[src/rtl/lif_rnn_layer_pkg.sv]
// lif_pkg: shared definitions for the LIF recurrent spiking layer.
//   lif_state_e      - layer sequencer state encoding
//   RESET_MODE_*     - post-spike potential handling selectors
//   SAT_MIN/sat_max  - saturation bounds for the membrane potential
package lif_pkg;

    typedef enum logic [1:0] {
        ST_IDLE   = 2'd0,
        ST_UPDATE = 2'd1,
        ST_DONE   = 2'd2
    } lif_state_e;

    localparam int RESET_MODE_SUB  = 0;
    localparam int RESET_MODE_ZERO = 1;

    localparam int SAT_MIN = 0;

    // Upper saturation bound for an unsigned potential of the given width.
    function automatic int sat_max(input int state_w);
        return (1 << state_w) - 1;
    endfunction

endpackage

[src/rtl/lif_rnn_layer_if.sv]
// lif_rnn_layer_if: timestep input/output handshake bundle of the layer.
//   in_valid/in_ready/in_data : one timestep of input currents
//   clear                     : zero potentials and previous spikes (IDLE only)
//   out_valid/out_ready       : completed timestep result handshake
//   spikes                    : spike vector of the last completed timestep
//   step_count                : completed timesteps, modulo 2^16
// master = producer/consumer side, slave = the layer.
interface lif_rnn_layer_if #(
    parameter int N_NEURONS = 4,
    parameter int IN_W      = 8
);
    logic                        in_valid;
    logic                        in_ready;
    logic [N_NEURONS*IN_W-1:0]   in_data;
    logic                        clear;
    logic                        out_valid;
    logic                        out_ready;
    logic [N_NEURONS-1:0]        spikes;
    logic [15:0]                 step_count;

    modport master (
        output in_valid, in_data, clear, out_ready,
        input  in_ready, out_valid, spikes, step_count
    );

    modport slave (
        input  in_valid, in_data, clear, out_ready,
        output in_ready, out_valid, spikes, step_count
    );
endinterface

[src/rtl/lif_rnn_layer_neuron_update.sv]
// lif_neuron_update: combinational single-neuron leaky integrate-and-fire step.
//   i_v        - current membrane potential
//   i_in       - input current for this neuron
//   i_prev_spk - previous-step spike of the recurrent neighbour
//   o_v        - next membrane potential
//   o_spk      - neuron fires this step
module lif_neuron_update
    import lif_pkg::*;
#(
    parameter int IN_W        = 8,
    parameter int STATE_W     = 10,
    parameter int THRESHOLD   = 200,
    parameter int DECAY_SHIFT = 1,
    parameter int REC_W       = 16,
    parameter int RESET_MODE  = 0
) (
    input  logic [STATE_W-1:0] i_v,
    input  logic [IN_W-1:0]    i_in,
    input  logic               i_prev_spk,
    output logic [STATE_W-1:0] o_v,
    output logic               o_spk
);

    // Two guard bits: one for the sign of a negative recurrent weight,
    // one for headroom above the saturation bound.
    localparam int SUM_W = STATE_W + 2;

    localparam logic signed [SUM_W-1:0]   SAT_HI   = SUM_W'(sat_max(STATE_W));
    localparam logic signed [SUM_W-1:0]   SAT_LO   = SUM_W'(SAT_MIN);
    localparam logic signed [SUM_W-1:0]   REC_TERM = SUM_W'(REC_W);
    localparam logic        [STATE_W-1:0] THRESH   = STATE_W'(THRESHOLD);

    logic signed [SUM_W-1:0]   w_v_ext;
    logic signed [SUM_W-1:0]   w_leak;
    logic signed [SUM_W-1:0]   w_in_ext;
    logic signed [SUM_W-1:0]   w_rec;
    logic signed [SUM_W-1:0]   w_sum;
    logic        [STATE_W-1:0] w_sat;

    assign w_v_ext  = {2'b00, i_v};
    assign w_leak   = {2'b00, i_v >> DECAY_SHIFT};
    assign w_in_ext = SUM_W'(i_in);
    assign w_rec    = i_prev_spk ? REC_TERM : '0;
    assign w_sum    = w_v_ext - w_leak + w_in_ext + w_rec;

    always_comb begin
        w_sat = '0;
        o_v   = '0;
        o_spk = 1'b0;

        if (w_sum < SAT_LO) begin
            w_sat = '0;
        end else if (w_sum > SAT_HI) begin
            w_sat = SAT_HI[STATE_W-1:0];
        end else begin
            w_sat = w_sum[STATE_W-1:0];
        end

        if (w_sat >= THRESH) begin
            o_spk = 1'b1;
            o_v   = (RESET_MODE == RESET_MODE_SUB) ? (w_sat - THRESH) : '0;
        end else begin
            o_v   = w_sat;
        end
    end

endmodule

[src/rtl/lif_rnn_layer.sv]
// lif_rnn_layer: layer of N_NEURONS LIF neurons with a ring recurrence
// (neuron i sees the previous-step spike of neuron i-1). One neuron is
// updated per cycle through a shared lif_neuron_update datapath.
//   i_clk  - clock, rising edge
//   i_rst  - synchronous active-high reset
//   io_bus - timestep handshake bundle (slave side)
//
// state     | meaning
// ----------+---------------------------------------------------------
// ST_IDLE   | ready for a timestep; honours clear
// ST_UPDATE | updating neuron r_idx, 0..N_NEURONS-1, one per cycle
// ST_DONE   | result valid, held until out_ready
module lif_rnn_layer
    import lif_pkg::*;
#(
    parameter int N_NEURONS   = 4,
    parameter int IN_W        = 8,
    parameter int STATE_W     = 10,
    parameter int THRESHOLD   = 200,
    parameter int DECAY_SHIFT = 1,
    parameter int REC_W       = 16,
    parameter int RESET_MODE  = 0
) (
    input  logic          i_clk,
    input  logic          i_rst,
    lif_rnn_layer_if.slave io_bus
);

    localparam int               IDX_W    = (N_NEURONS > 1) ? $clog2(N_NEURONS) : 1;
    localparam logic [IDX_W-1:0] LAST_IDX = IDX_W'(N_NEURONS - 1);

    lif_state_e                r_state;
    lif_state_e                w_state_nxt;
    logic [IDX_W-1:0]          r_idx;
    logic [N_NEURONS*IN_W-1:0] r_in_data;
    logic [STATE_W-1:0]        r_v [N_NEURONS];
    logic [N_NEURONS-1:0]      r_prev_spk;
    logic [N_NEURONS-1:0]      r_new_spk;
    logic [N_NEURONS-1:0]      r_spikes;
    logic [15:0]               r_step_count;

    logic                      w_in_ready;
    logic                      w_out_valid;
    logic                      w_clear;
    logic                      w_last;
    logic [IDX_W-1:0]          w_prev_idx;
    logic [IN_W-1:0]           w_in_cur;
    logic [STATE_W-1:0]        w_v_cur;
    logic [STATE_W-1:0]        w_v_nxt;
    logic                      w_rec_spk;
    logic                      w_spk;
    logic [N_NEURONS-1:0]      w_new_spk;

    always_comb begin
        w_state_nxt = r_state;
        w_in_ready  = 1'b0;
        w_out_valid = 1'b0;
        case (r_state)
            ST_IDLE: begin
                w_in_ready = 1'b1;
                if (io_bus.in_valid) begin
                    w_state_nxt = ST_UPDATE;
                end
            end
            ST_UPDATE: begin
                if (w_last) begin
                    w_state_nxt = ST_DONE;
                end
            end
            ST_DONE: begin
                w_out_valid = 1'b1;
                if (io_bus.out_ready) begin
                    w_state_nxt = ST_IDLE;
                end
            end
            default: begin
                w_state_nxt = ST_IDLE;
            end
        endcase
    end

    assign w_clear    = (r_state == ST_IDLE) && io_bus.clear;
    assign w_last     = (r_idx == LAST_IDX);
    assign w_prev_idx = (r_idx == '0) ? LAST_IDX : (r_idx - 1'b1);
    assign w_in_cur   = r_in_data[r_idx*IN_W +: IN_W];
    assign w_v_cur    = r_v[r_idx];
    // Recurrence reads last step's spikes only; r_prev_spk is not touched
    // until the whole step has completed.
    assign w_rec_spk  = r_prev_spk[w_prev_idx];

    always_comb begin
        w_new_spk        = r_new_spk;
        w_new_spk[r_idx] = w_spk;
    end

    lif_neuron_update #(
        .IN_W        (IN_W),
        .STATE_W     (STATE_W),
        .THRESHOLD   (THRESHOLD),
        .DECAY_SHIFT (DECAY_SHIFT),
        .REC_W       (REC_W),
        .RESET_MODE  (RESET_MODE)
    ) u_neuron (
        .i_v        (w_v_cur),
        .i_in       (w_in_cur),
        .i_prev_spk (w_rec_spk),
        .o_v        (w_v_nxt),
        .o_spk      (w_spk)
    );

    always_ff @(posedge i_clk) begin
        if (i_rst) begin
            r_state      <= ST_IDLE;
            r_idx        <= '0;
            r_in_data    <= '0;
            r_prev_spk   <= '0;
            r_new_spk    <= '0;
            r_spikes     <= '0;
            r_step_count <= '0;
            for (int i = 0; i < N_NEURONS; i++) begin
                r_v[i] <= '0;
            end
        end else begin
            r_state <= w_state_nxt;
            case (r_state)
                ST_IDLE: begin
                    // Clear and capture share an edge, so a step accepted
                    // together with clear starts from zero potentials.
                    if (w_clear) begin
                        r_prev_spk <= '0;
                        for (int i = 0; i < N_NEURONS; i++) begin
                            r_v[i] <= '0;
                        end
                    end
                    if (io_bus.in_valid) begin
                        r_in_data <= io_bus.in_data;
                        r_idx     <= '0;
                        r_new_spk <= '0;
                    end
                end
                ST_UPDATE: begin
                    r_v[r_idx] <= w_v_nxt;
                    r_new_spk  <= w_new_spk;
                    if (w_last) begin
                        r_spikes     <= w_new_spk;
                        r_prev_spk   <= w_new_spk;
                        r_step_count <= r_step_count + 16'd1;
                    end else begin
                        r_idx <= r_idx + 1'b1;
                    end
                end
                default: begin
                end
            endcase
        end
    end

    assign io_bus.in_ready   = w_in_ready;
    assign io_bus.out_valid  = w_out_valid;
    assign io_bus.spikes     = r_spikes;
    assign io_bus.step_count = r_step_count;

endmodule

[src/flat_wrapper.sv]
// flat-port wrapper written by rule: the top's interface ports become plain ports
module lif_rnn_layer_flat import lif_pkg::*;
#(
    parameter int N_NEURONS   = 4,
    parameter int IN_W        = 8,
    parameter int STATE_W     = 10,
    parameter int THRESHOLD   = 200,
    parameter int DECAY_SHIFT = 1,
    parameter int REC_W       = 16,
    parameter int RESET_MODE  = 0
)
  (i_clk, i_rst, io_bus_in_valid, io_bus_in_data, io_bus_clear, io_bus_out_ready, io_bus_in_ready, io_bus_out_valid, io_bus_spikes, io_bus_step_count);
  lif_rnn_layer_if #(.N_NEURONS(N_NEURONS), .IN_W(IN_W)) io_bus_i ();
  input  logic i_clk;
  input  logic i_rst;
  input wire logic [$bits(io_bus_i.in_valid)-1:0] io_bus_in_valid;
  input wire logic [$bits(io_bus_i.in_data)-1:0] io_bus_in_data;
  input wire logic [$bits(io_bus_i.clear)-1:0] io_bus_clear;
  input wire logic [$bits(io_bus_i.out_ready)-1:0] io_bus_out_ready;
  output wire logic [$bits(io_bus_i.in_ready)-1:0] io_bus_in_ready;
  output wire logic [$bits(io_bus_i.out_valid)-1:0] io_bus_out_valid;
  output wire logic [$bits(io_bus_i.spikes)-1:0] io_bus_spikes;
  output wire logic [$bits(io_bus_i.step_count)-1:0] io_bus_step_count;
  assign io_bus_i.in_valid = io_bus_in_valid;
  assign io_bus_i.in_data = io_bus_in_data;
  assign io_bus_i.clear = io_bus_clear;
  assign io_bus_i.out_ready = io_bus_out_ready;
  assign io_bus_in_ready = io_bus_i.in_ready;
  assign io_bus_out_valid = io_bus_i.out_valid;
  assign io_bus_spikes = io_bus_i.spikes;
  assign io_bus_step_count = io_bus_i.step_count;
  lif_rnn_layer #(.N_NEURONS(N_NEURONS), .IN_W(IN_W), .STATE_W(STATE_W), .THRESHOLD(THRESHOLD), .DECAY_SHIFT(DECAY_SHIFT), .REC_W(REC_W), .RESET_MODE(RESET_MODE)) u_core (.i_clk(i_clk), .i_rst(i_rst), .io_bus(io_bus_i));
endmodule
[config.mk]
export PLATFORM = sky130hd
export DESIGN_NAME = lif_rnn_layer_flat
export DESIGN_NICKNAME = d
export VERILOG_FILES = /design/src/rtl/lif_rnn_layer_pkg.sv /design/src/rtl/lif_rnn_layer_if.sv /design/src/rtl/lif_rnn_layer_neuron_update.sv /design/src/rtl/lif_rnn_layer.sv /design/src/flat_wrapper.sv
export SDC_FILE = /design/constraint.sdc
export NUM_CORES = 1
export LEC_CHECK = 0
export ABC_AREA = 1
export BUFFER_PORTS_ARGS = -buffer_cell sky130_fd_sc_hd__buf_2
export CORE_MARGIN = 2
export CORE_UTILIZATION = 31
export CTS_CLUSTER_SIZE = 8
export DETAILED_ROUTE_END_ITERATION = 7
export GPL_ROUTABILITY_DRIVEN = 0
export GPL_TIMING_DRIVEN = 1
export PLACE_DENSITY = 0.54
export SETUP_SLACK_MARGIN = 0.3
export SLEW_MARGIN = 25
export SYNTH_ARGS = -nofsm -noshare
export SYNTH_HDL_FRONTEND = slang
export SYNTH_SLANG_ARGS = --single-unit
[constraint.sdc]
create_clock -name i_clk -period 5.3 [get_ports i_clk]
set_input_delay 1.06 -clock i_clk [delete_from_list [all_inputs] [get_ports i_clk]]
set_output_delay 1.06 -clock i_clk [all_outputs]
set_load 0.1 [all_outputs]
---- Yosys cells after proc, flatten, opt, wreduce, memory -nomap -nowiden ----
Memory sizes are Yosys's and may differ from the RTL's. A register that Yosys moved wholly into a read port is not among the register bits.
Index checks and enable logic that the tools add are counted.
operators by class
  eq/ne operators ......................... 8
  $add $sub $neg .......................... 7
  shifts and indexed selects .............. 1
  reduce and logical (&&, ||, !) cells .... 12
  bitwise operators ....................... 4
  multiplexer cells ....................... 43
  magnitude comparators ................... 6
operators by type and width
  operator                                               number
  2-to-1 mux 10 bit                                      8
  indexed part select 32 x 6 -> 8 bit                    1
  2-to-1 mux 2 bit                                       9
  adder 16 x 1 -> 16 bit (second input constant)         1
  one-hot mux 4 bit (2 select lines)                     2
  2-to-1 mux 1 bit                                       15
  adder 11 x 9 -> 12 bit                                 1
  adder 12 x 6 -> 12 bit                                 1
  > comparator 12 x 11 -> 1 bit (second input constant)  1
  < comparator 12 x 1 -> 1 bit (second input constant)   1
  2-to-1 mux 4 bit                                       3
  subtractor 10 x 9 -> 11 bit                            1
  >= comparator 10 x 8 -> 1 bit (second input constant)  1
  OR reduction 10 bit                                    1
  subtractor 10 x 8 -> 10 bit (second input constant)    1
  AND reduction 3 bit                                    3
  < comparator 2 x 3 -> 1 bit (second input constant)    2
  inequality test 2 bit (second input constant)          3
  one-hot mux 2 bit (3 select lines)                     1
  AND reduction 2 bit                                    3
  2-to-1 mux 5 bit                                       1
  bitwise mux 4 bit                                      1
  == test 2 bit (second input constant)                  2
  zero test 2 bit                                        2
  other kinds (11)                                       16
storage, ports and cells
  memories ................................ 1
  output and inout bits ................... 22
  bits of input ports ..................... 37
  memory bits (writable) .................. 40
  register bits ........................... 64
memory list
  name        words  width  rd ports  clocked after Yosys merged registers in  wr ports  line                 RTL
  u_core.r_v  4      10     1         1                                        4         lif_rnn_layer.sv:36  logic [STATE_W-1:0] r_v [N_NEURONS];

---- Longest topological paths before layout ----
Gate-level depths: netlist (run 1).
  word-level depth ........................ 14
  mapped depth ............................ 33
  gate-level depth less buffers ........... 31

---- By module ----
From an unflattened synthesis (run 1), not the netlist that was laid out.
unflattened totals
  cells, all modules ...................... 785
  area, all modules ....................... 6,042.0 um2
by module, submodules not included
  module             area an instance (um2)  sequential area each (um2)  times used  cells each
  lif_rnn_layer      4,549.4                 2,502.4                     1           556
  lif_neuron_update  1,492.7                 0.0                         1           229

---- Least setup slack after synthesis (run 1) ----
OpenSTA, ideal clock, no wires.
  path type ............................... flip-flop to flip-flop
  start point ............................. reg (tool-made name)
  end point ............................... mem u_core.r_v[0][7], data pin
  setup time .............................. 270 ps
  cell stages (with the launch flop) ...... 30
  arrival time ............................ 4,592 ps
  required time ........................... 5,030 ps
  buffers on the path ..................... 2
  clock period less this slack ............ 4,862 ps
  slack ................................... 438 ps
  path through ............................ dfxtp_1 > buf_2 > buf_1 > a21oi_1 > a32oi_1 > ha_1 > nand2_1 > nand2_1 > a31oi_1 > o21ai_0 > a31oi_1 > xor2_1 > ha_1 > ha_1 > nand2_1 > inv_1 > a21oi_1 > nand2_1 > nand2_1 > nand2_1 > nor2_1 > nand3_4 > nand3_1 > nand2_1 > ha_1 > nand2_1 > nand2_1 > xor2_1 > nand2_1 > a21oi_1
RTL lines
  element           line
  end: declaration  lif_rnn_layer.sv:36

==> impl_metrics.yaml, run 1 <==
drt:
  dr_total_vias: 4935
  drc: 0
  vias_per_cell: 4.78
  post_drt_wl_per_cell_um: 13.7
  drt_pass1_iterations: 4
  drt_iter0_markers: 253
  wl_um: 14200
  ant_nets: 0
worst_setup_path:
  rrSetupSlack_ns: 0.60
  reg2reg_depth: 28
  path_delay_family: "simple AND/OR/NAND/NOR gates"
  path_buf_inv: 4
  arrival_ns: 4.78
  endpoint: "u_core.r_v[0][7]"
  worst-path-stages: 28
  critPathSlowestCell: "dfxtp_1"
  regToRegEndpoint: "u_core.r_v[0][7]"
  end_kind: "register"
  required_ns: 5.38
  path_max_fanout: 10
  critical_path_class: "reg -> reg"
  crit_top_cell: "nand2_1"
  worstSetupStartpointType: "register"
  max_stage_delay_ns: 0.39
synth:
  synth.cell_area_sq_um: 5790
  synthCells: 735
  netlist_top_cells_area: "dfxtp_1 22%, edfxtp_1 21%, nor2_1 9.5%"
  ys_seq_area_share_pct: 43.2
  avgSynthCellArea_sq_um: 7.87
  yosys_warnings: 0
  synth_top_area_share_pct: 22.5
  ys_ff_latch: 105
  synth_top_cell_by_area: "dfxtp_1"
  ys_types: 45
  synth_nets: 808
final_layout:
  drive_gt1_share_pct: 19.3
  final_net_count: 871
  most-common-layout-cells: "144 x nor2_1, 125 x nand2_1, 66 x o21ai_0, 64 x dfxtp_1, 58 x buf_2"
  final_cells: 1032
  final_common_cell: "nor2_1"
  fill_cells: 1900
  areaGrowthSynthToFinish_pct: 19.0
  antenna_cells: 0
cts:
  numCtsBuffers: 9
  cts_tree: "done"
  clockRootBuffer: "clkbuf_16"
  clk_pin_slew_ns: 0.07
  insertion_delay_ns: 0.35
  htree_levels: 3
  ctsHoldBuffers: 0
  clockBufferDepth: 2
  cts.sinks: 105
sta:
  hold_ws_ns: 0.460
  worst_clock_skew_ns: 0.0101
  tns_ns: 0
  fin_crit_sh_pct: 88.6
  hold_violations: 0
  slew_viol_final: 0
  fmax_mhz: 213
  tightest_slew_ns: 0.875
  finalCriticalPeriod_ns: 4.70
  relSlewSlack_pct: 41.6
  setup_viol: 0
  rsz0062_at_grt: "yes"
grt:
  grt-busiest-layer: "met2"
  grt_util_met3_pct: 2.99
  met2_usage_pct: 22.7
  grt_start_max_net_pins: 44
  antenna_found_initial: 0
  use_met1_pct: 20.3
  grt_pass1_wl_um: 22900
  overflow: 0
  grt_pass1_vias: 4484
  grt_usage_pct: 14.5
placed_design:
  port-buffer-count: 58
  dp_cells: 1014
  dp_hpwl_um: 10300
floorplanning:
  start_util_pct: 31.9
  fp.dieW_um: 141
  die_area_sq_um: 19800
  io_pins: 59
  core.rowCount: 49
  coreArea_sq_um: 18100
  dieHeight_um: 141
status:
  outcome: "complete, no violations"
hold_path:
  hp-class: "reg -> reg"
run:
  cap_violations: 0
==> worst min-delay path, delay by kind of cell (launching register included) <==
kind | cells | cell delay (ns)
DFF | 1 | 0.31
and+or+nand+nor | 1 | 0.06
AOI/OAI and AO/OA | 1 | 0.05
==> cell type report <==
class / instances / area (sq um) / share of cell area, %
clock buffer: 11 / 253 / 3.67
tap: 229 / 287 / 4.16
inverter: 65 / 246 / 3.58
timing repair buffer: 81 / 470 / 6.83
multi-input combinational: 536 / 3050 / 44.3
sequential: 105 / 2500 / 36.3
clock inverter: 5 / 75.1 / 1.09
==> kinds of logic after synthesis <==
kind of cell	after synthesis	share of synthesized area, %
compound gates	143	13.6
buf+inv	94	6.29
xor+xnor	18	2.85
simple gates	339	25.8
fa+ha+maj	36	8.17
flops	105	43.2
==> worst min path at each step <==
stage                                  from                           end  cells after the start
2_1_floorplan           u_core.r_new_spk[0]           u_core.r_new_spk[0]                      2
3_3_place_gp   u_core.io_bus.step_count[15]  u_core.io_bus.step_count[15]                      1
3_5_place_dp            u_core.r_new_spk[1]           u_core.r_new_spk[1]                      2
4_1_cts                 u_core.r_new_spk[1]           u_core.r_new_spk[1]                      2
5_1_grt                 u_core.r_new_spk[0]           u_core.r_new_spk[0]                      2
6_report                u_core.r_new_spk[1]           u_core.r_new_spk[1]                      2
==> registers in the layout, summed over array words and instances (netlist names), named ones only <==
name                      cells
u_core.r_prev_spk             4
u_core.r_idx                  2
u_core.r_v                   40
u_core.r_in_data             32
u_core.io_bus.spikes          4
u_core.r_new_spk              3
u_core.io_bus.step_count     16
u_core.r_state                2
==> metrics by stage <==
step	cell area, sq um	utilization, %	worst slack, ns
finish	6890	38.0	0.602
global route	6890	38.0	0.271
CTS	6750	37.2	0.315
detailed placement	6400	35.3	0.227
global placement	6400	35.3	0.293
floorplan	5790	-	0.438
==> synthesized netlist by cell type (all sizes together) <==
cell / instances
nor2: 148
nand2: 134
o21ai: 71
dfxtp: 65
inv: 63
a21oi: 48
edfxtp: 40
nand3: 39
ha: 33
clkbuf: 22
xnor2: 9
xor2: 9
a32oi: 8
o22ai: 8
buf: 7
nor3: 6
nand4: 5
a31oi: 4
fa: 3
or2: 3
clkinv: 2
a22oi: 1
a32o: 1
nand2b: 1
nand3b: 1
nor3b: 1
nor4: 1
o21bai: 1
o41ai: 1
==> repair_timing <==
action,CTS,global route
resized for setup,4,28
setup endpoints to repair,26,40
pin swaps,0,9
setup buffers,0,2
==> per-layer routing <==
metal  up-vias  wire, um  share of wire [%]
li1       2569         -                  -
met1      2244      6960                 49
met2       107      6340                 45
met3        15       635                4.5
met4         0       235                1.7
met5         -         0                  0
Power of run 1 is left out: the tool's default activity adds up to more than one toggle a clock period on the data nets, which glitch-free logic cannot reach.
==> run 2, diff against run 1 <==
--- a/config.mk
+++ b/config.mk
@@ -7,7 +7,6 @@
 export LEC_CHECK = 0
 export ABC_AREA = 1
 export BUFFER_PORTS_ARGS = -buffer_cell sky130_fd_sc_hd__buf_2
-export CORE_MARGIN = 2
 export CORE_UTILIZATION = 31
 export CTS_CLUSTER_SIZE = 8
 export DETAILED_ROUTE_END_ITERATION = 7
==> constraint.sdc (replaced) <==
create_clock -name i_clk -period 5.3 [get_ports i_clk]
set_input_delay 1.06 -clock i_clk [delete_from_list [all_inputs] [get_ports i_clk]]
set_output_delay 1.06 -clock i_clk [all_outputs]
set_load 0.01 [all_outputs]
==> impl_metrics.yaml, run 2 (synthesis results as in run 1) <==
worst_setup_path:
  critical_path_class: "reg -> reg"
  max_stage_delay_ns: 0.40
  end_kind: "register"
  worstSetupStartpointType: "register"
  critPathSlowestCell: "dfxtp_4"
  reg2reg_depth: 31
  crit_top_cell: "nand2_1"
  path_max_fanout: 10
  arrival_ns: 4.84
  required_ns: 5.40
drt:
  drt_iter0_markers: 259
  dr_total_vias: 4956
  vias_per_cell: 4.78
  drt_pass1_iterations: 5
  post_drt_wl_per_cell_um: 13.8
  drc: 0
  wl_um: 14400
  ant_nets: 0
floorplanning:
  start_util_pct: 31.9
  dieHeight_um: 139
  die_area_sq_um: 19200
  io_pins: 59
  core.rowCount: 49
  coreArea_sq_um: 18100
  fp.dieW_um: 139
sta:
  rsz0062_at_grt: "no"
  fin_crit_sh_pct: 89.6
  setup_viol: 0
  fmax_mhz: 211
  finalCriticalPeriod_ns: 4.75
  hold_violations: 0
  relSlewSlack_pct: 58.1
  tightest_slew_ns: 0.626
  slew_viol_final: 0
  tns_ns: 0
  worst_clock_skew_ns: 0.00883
grt:
  use_met1_pct: 20.1
  grt_start_max_net_pins: 43
  met2_usage_pct: 25.5
  grt_pass1_vias: 4717
  grt_usage_pct: 15.2
  grt-busiest-layer: "met2"
  overflow: 0
  grt_util_met3_pct: 2.59
  grt_pass1_wl_um: 23300
  antenna_found_initial: 0
hold_path:
  hold_path_depth: 1
  hp-class: "reg -> reg"
final_layout:
  largest_reg_flops: 40
  drive_gt1_share_pct: 20.9
  final_net_count: 876
  antenna_cells: 0
  final_common_cell: "nor2_1"
  top_register: "u_core.r_v"
  most-common-layout-cells: "143 x nor2_1, 124 x nand2_1, 66 x o21ai_0, 63 x dfxtp_1, 58 x buf_2"
  areaGrowthSynthToFinish_pct: 21.1
cts:
  htree_levels: 3
  clockRootBuffer: "clkbuf_16"
  cts_tree: "done"
  insertion_delay_ns: 0.36
  clockBufferDepth: 2
  clk_pin_slew_ns: 0.08
  cts.sinks: 105
  numCtsBuffers: 9
placed_design:
  dp_hpwl_um: 10200
  port-buffer-count: 58
status:
  outcome: "complete, no violations"
run:
  cap_violations: 0
==> run 2: changes by cell type in the layout (fill, tap and decap cells not counted), moves of 2 or more <==
cell        change
a21oi_1         -3
a21oi_2         +3
a32oi_2         -4
a32oi_4         +4
buf_4           +4
clkinvlp_4      +2
ha_4            +2
==> run 2: final timing paths <==
path	start	slack, ns	end
hold / removal	u_core.io_bus.step_count[15]	0.46	u_core.io_bus.step_count[15]
hold reg to reg	u_core.io_bus.step_count[15]	0.46	u_core.io_bus.step_count[15]
setup reg to reg	register	0.55	u_core.r_v[0][4]
setup / recovery	register	0.55	u_core.r_v[0][4]
==> run 2: cell type report <==
| type | count | area (sq um) |
|---|---|---|
| Clock buffer | 11 | 253 |
| Clock inverter | 5 | 47.5 |
| Fill cell | 1863 | 11100 |
| Inverter | 65 | 250 |
| Multi-Input combinational cell | 536 | 3160 |
| Sequential cell | 105 | 2510 |
| Tap cell | 229 | 287 |
| Timing Repair Buffer | 85 | 497 |
| Timing Repair inverter | 1 | 7.51 |
==> run 2: metal layers <==
layer | share of wire (%) | routed length, um
met3 | 4.1 | 582
met4 | 1.4 | 206
met2 | 46 | 6640
met5 | 0 | 0
met1 | 48 | 6920
==> run 2: through the flow <==
stage	cell area (sq um)	hold WS, ns	cells	util, %	worst slack (ns)
final	7010	0.457	1037	38.6	0.551
after global routing	7010	0.474	1037	38.6	0.266
after CTS	6780	0.460	1034	37.4	0.300
after detailed placement	6400	0.443	1014	35.3	0.124
after global placement	6400	0.438	1014	35.3	0.235
after floorplan	5790	0.439	735	-	0.438
==> run 2: worst max-delay path, delay by kind of cell (launching register included) <==
kind | cells | cell delay [ns]
buffers and inverters | 5 | 0.50
AO/OA/AOI/OAI | 5 | 0.93
adder cells (fa/ha/maj) | 3 | 0.81
flip-flops | 1 | 0.40
XOR/XNOR | 1 | 0.19
AND/OR/NAND/NOR | 17 | 1.64
==> run 2: timing repair <==
action / in CTS / in global routing
gates resized for setup: 10 / 41
setup buffers: 3 / 3
pin swaps: 0 / 15
gates cloned: 1 / 0
hold buffers: 0 / 0
setup endpoints to repair: 28 / 39
Power of run 2 is left out for the same reason.
==> run 3, diff against run 2 <==
--- a/config.mk
+++ b/config.mk
@@ -12,7 +12,7 @@
 export DETAILED_ROUTE_END_ITERATION = 7
 export GPL_ROUTABILITY_DRIVEN = 0
 export GPL_TIMING_DRIVEN = 1
-export PLACE_DENSITY = 0.54
+export PLACE_DENSITY = 0.57
 export SETUP_SLACK_MARGIN = 0.3
 export SLEW_MARGIN = 25
 export SYNTH_ARGS = -nofsm -noshare
==> impl_metrics.yaml, run 3 (synthesis results as in run 1) <==
grt:
  grt_pass1_vias: 4490
  grt_pass1_wl_um: 22600
  grt_usage_pct: 14.8
  antenna_found_initial: 0
  grt_start_max_net_pins: 35
  overflow: 0
cts:
  clockRootBuffer: "clkbuf_16"
  numCtsBuffers: 9
  htree_levels: 3
  cts.sinks: 105
  clk_pin_slew_ns: 0.08
  cts_tree: "done"
  ctsHoldBuffers: 0
  insertion_delay_ns: 0.35
  clockBufferDepth: 2
sta:
  setup_viol: 0
  fmax_mhz: 213
  tightest_slew_ns: 0.624
  tns_ns: 0
  rsz0062_at_grt: "yes"
  slew_viol_final: 0
  finalCriticalPeriod_ns: 4.70
  fin_crit_sh_pct: 88.7
  relSlewSlack_pct: 58.3
  worst_clock_skew_ns: 0.0124
  hold_ws_ns: 0.464
  hold_violations: 0
final_layout:
  final_common_cell: "nor2_1"
  final_net_count: 872
  fin_util_pct: 38.6
  areaGrowthSynthToFinish_pct: 21.1
  top_register: "u_core.r_v"
  drive_gt1_share_pct: 20.4
  largest_reg_flops: 40
  most-common-layout-cells: "143 x nor2_1, 126 x nand2_1, 66 x o21ai_0, 63 x dfxtp_1, 58 x buf_2"
  antenna_cells: 0
floorplanning:
  fp.dieW_um: 139
  coreArea_sq_um: 18100
  die_area_sq_um: 19200
  dieHeight_um: 139
  io_pins: 59
  core.rowCount: 49
  start_util_pct: 31.9
drt:
  drt_iter0_markers: 230
  dr_total_vias: 4922
  drc: 0
  vias_per_cell: 4.76
  drt_pass1_iterations: 4
  wl_um: 14100
  post_drt_wl_per_cell_um: 13.6
  ant_nets: 0
run:
  cap_violations: 0
status:
  outcome: "complete, no violations"
placed_design:
  dp_hpwl_um: 9760
  port-buffer-count: 58
worst_setup_path:
  worstSetupStartpointType: "register"
  crit_top_cell: "nand2_1"
  required_ns: 5.39
  path_delay_family: "adder cells"
  path_buf_inv: 2
  regToRegEndpoint: "u_core.r_v[0][9]"
  path_max_fanout: 7
  critPathSlowestCell: "fa_1"
  critical_path_class: "reg -> reg"
  end_kind: "register"
  reg2reg_depth: 27
  rrSetupSlack_ns: 0.60
  max_stage_delay_ns: 0.49
  arrival_ns: 4.79
hold_path:
  hold_path_end: "u_core.io_bus.step_count[15]"
  hold_path_depth: 1
  holdCritStartpoint: "u_core.io_bus.step_count[15]"
  hp-class: "reg -> reg"
-- run 3: cell count changes in the layout (fill, tap and decap cells not counted), sizes merged --
cell,previous run,this run
clkbuf,12,11
clkinvlp,3,4
buf,84,80
inv,64,65
clkinv,4,3
-- run 3: layout make-up --
class / instances / area (sq um)
fill: 1891 / 11100
multi-input combinational: 536 / 3190
sequential: 105 / 2510
timing repair buffer: 80 / 459
tap: 229 / 287
inverter: 65 / 255
clock buffer: 11 / 254
clock inverter: 5 / 36.3
timing repair inverter: 2 / 15.0
-- run 3: metal layers --
metal,up-vias,track usage (%),share of wire (%)
met5,-,0,0
met3,16,1.73,3.1
met2,94,24.3,47
met1,2242,20.1,49
li1,2570,-,-
met4,0,5.09,1.6
-- run 3: worst max-delay path by stage --
stage | endpoint | slack [ns] | cells past startpoint
2_1_floorplan | u_core.r_v[0][7] | 0.44 | 29
3_3_place_gp | u_core.r_v[3][7] | 0.18 | 29
3_5_place_dp | u_core.r_v[0][7] | 0.14 | 27
4_1_cts | u_core.r_v[0][7] | 0.31 | 28
5_1_grt | u_core.r_v[1][9] | 0.23 | 27
6_report | u_core.r_v[0][9] | 0.60 | 27
-- run 3: worst reg2reg max path, stage by stage (launching register included) --
cell and delay [ns]:
dfxtp_4 0.38, clkinvlp_4 0.13, buf_4 0.15, a21oi_1 0.04, a32o_1 0.24, ha_1 0.21, fa_2 0.37, nor2_2 0.18
nor2_4 0.06, xnor2_2 0.18, fa_1 0.49, ha_4 0.32, nand2_1 0.05, nor2_1 0.09, nand2_1 0.06, nand2_1 0.09
nand2_1 0.05, nand2_1 0.13, nor2_2 0.07, nand3_4 0.10, nand2_2 0.10, o21ai_4 0.18, ha_2 0.22, nand2_1 0.07
a21oi_1 0.20, xor2_1 0.09, nand2_1 0.14, nor2_1 0.05
-- run 3: repair_timing --
action / 4_1_cts / 5_1_grt
gates resized for setup: 9 / 45
endpoints found under the setup margin: 28 / 39
buffers inserted: 0 / 9
pin swaps: 0 / 8
hold endpoints to repair: 0 / 0
gates cloned: 2 / 0
-- run 3: stage by stage --
| step | setup WS, ns | instance area [sq um] | cells |
|---|---|---|---|
| 2_1_floorplan | 0.438 | 5790 | 735 |
| 3_3_place_gp | 0.179 | 6340 | 1006 |
| 3_5_place_dp | 0.137 | 6340 | 1006 |
| 4_1_cts | 0.314 | 6680 | 1024 |
| 5_1_grt | 0.225 | 7010 | 1033 |
| 6_report | 0.599 | 7010 | 1033 |
Power of run 3 is left out for the same reason.
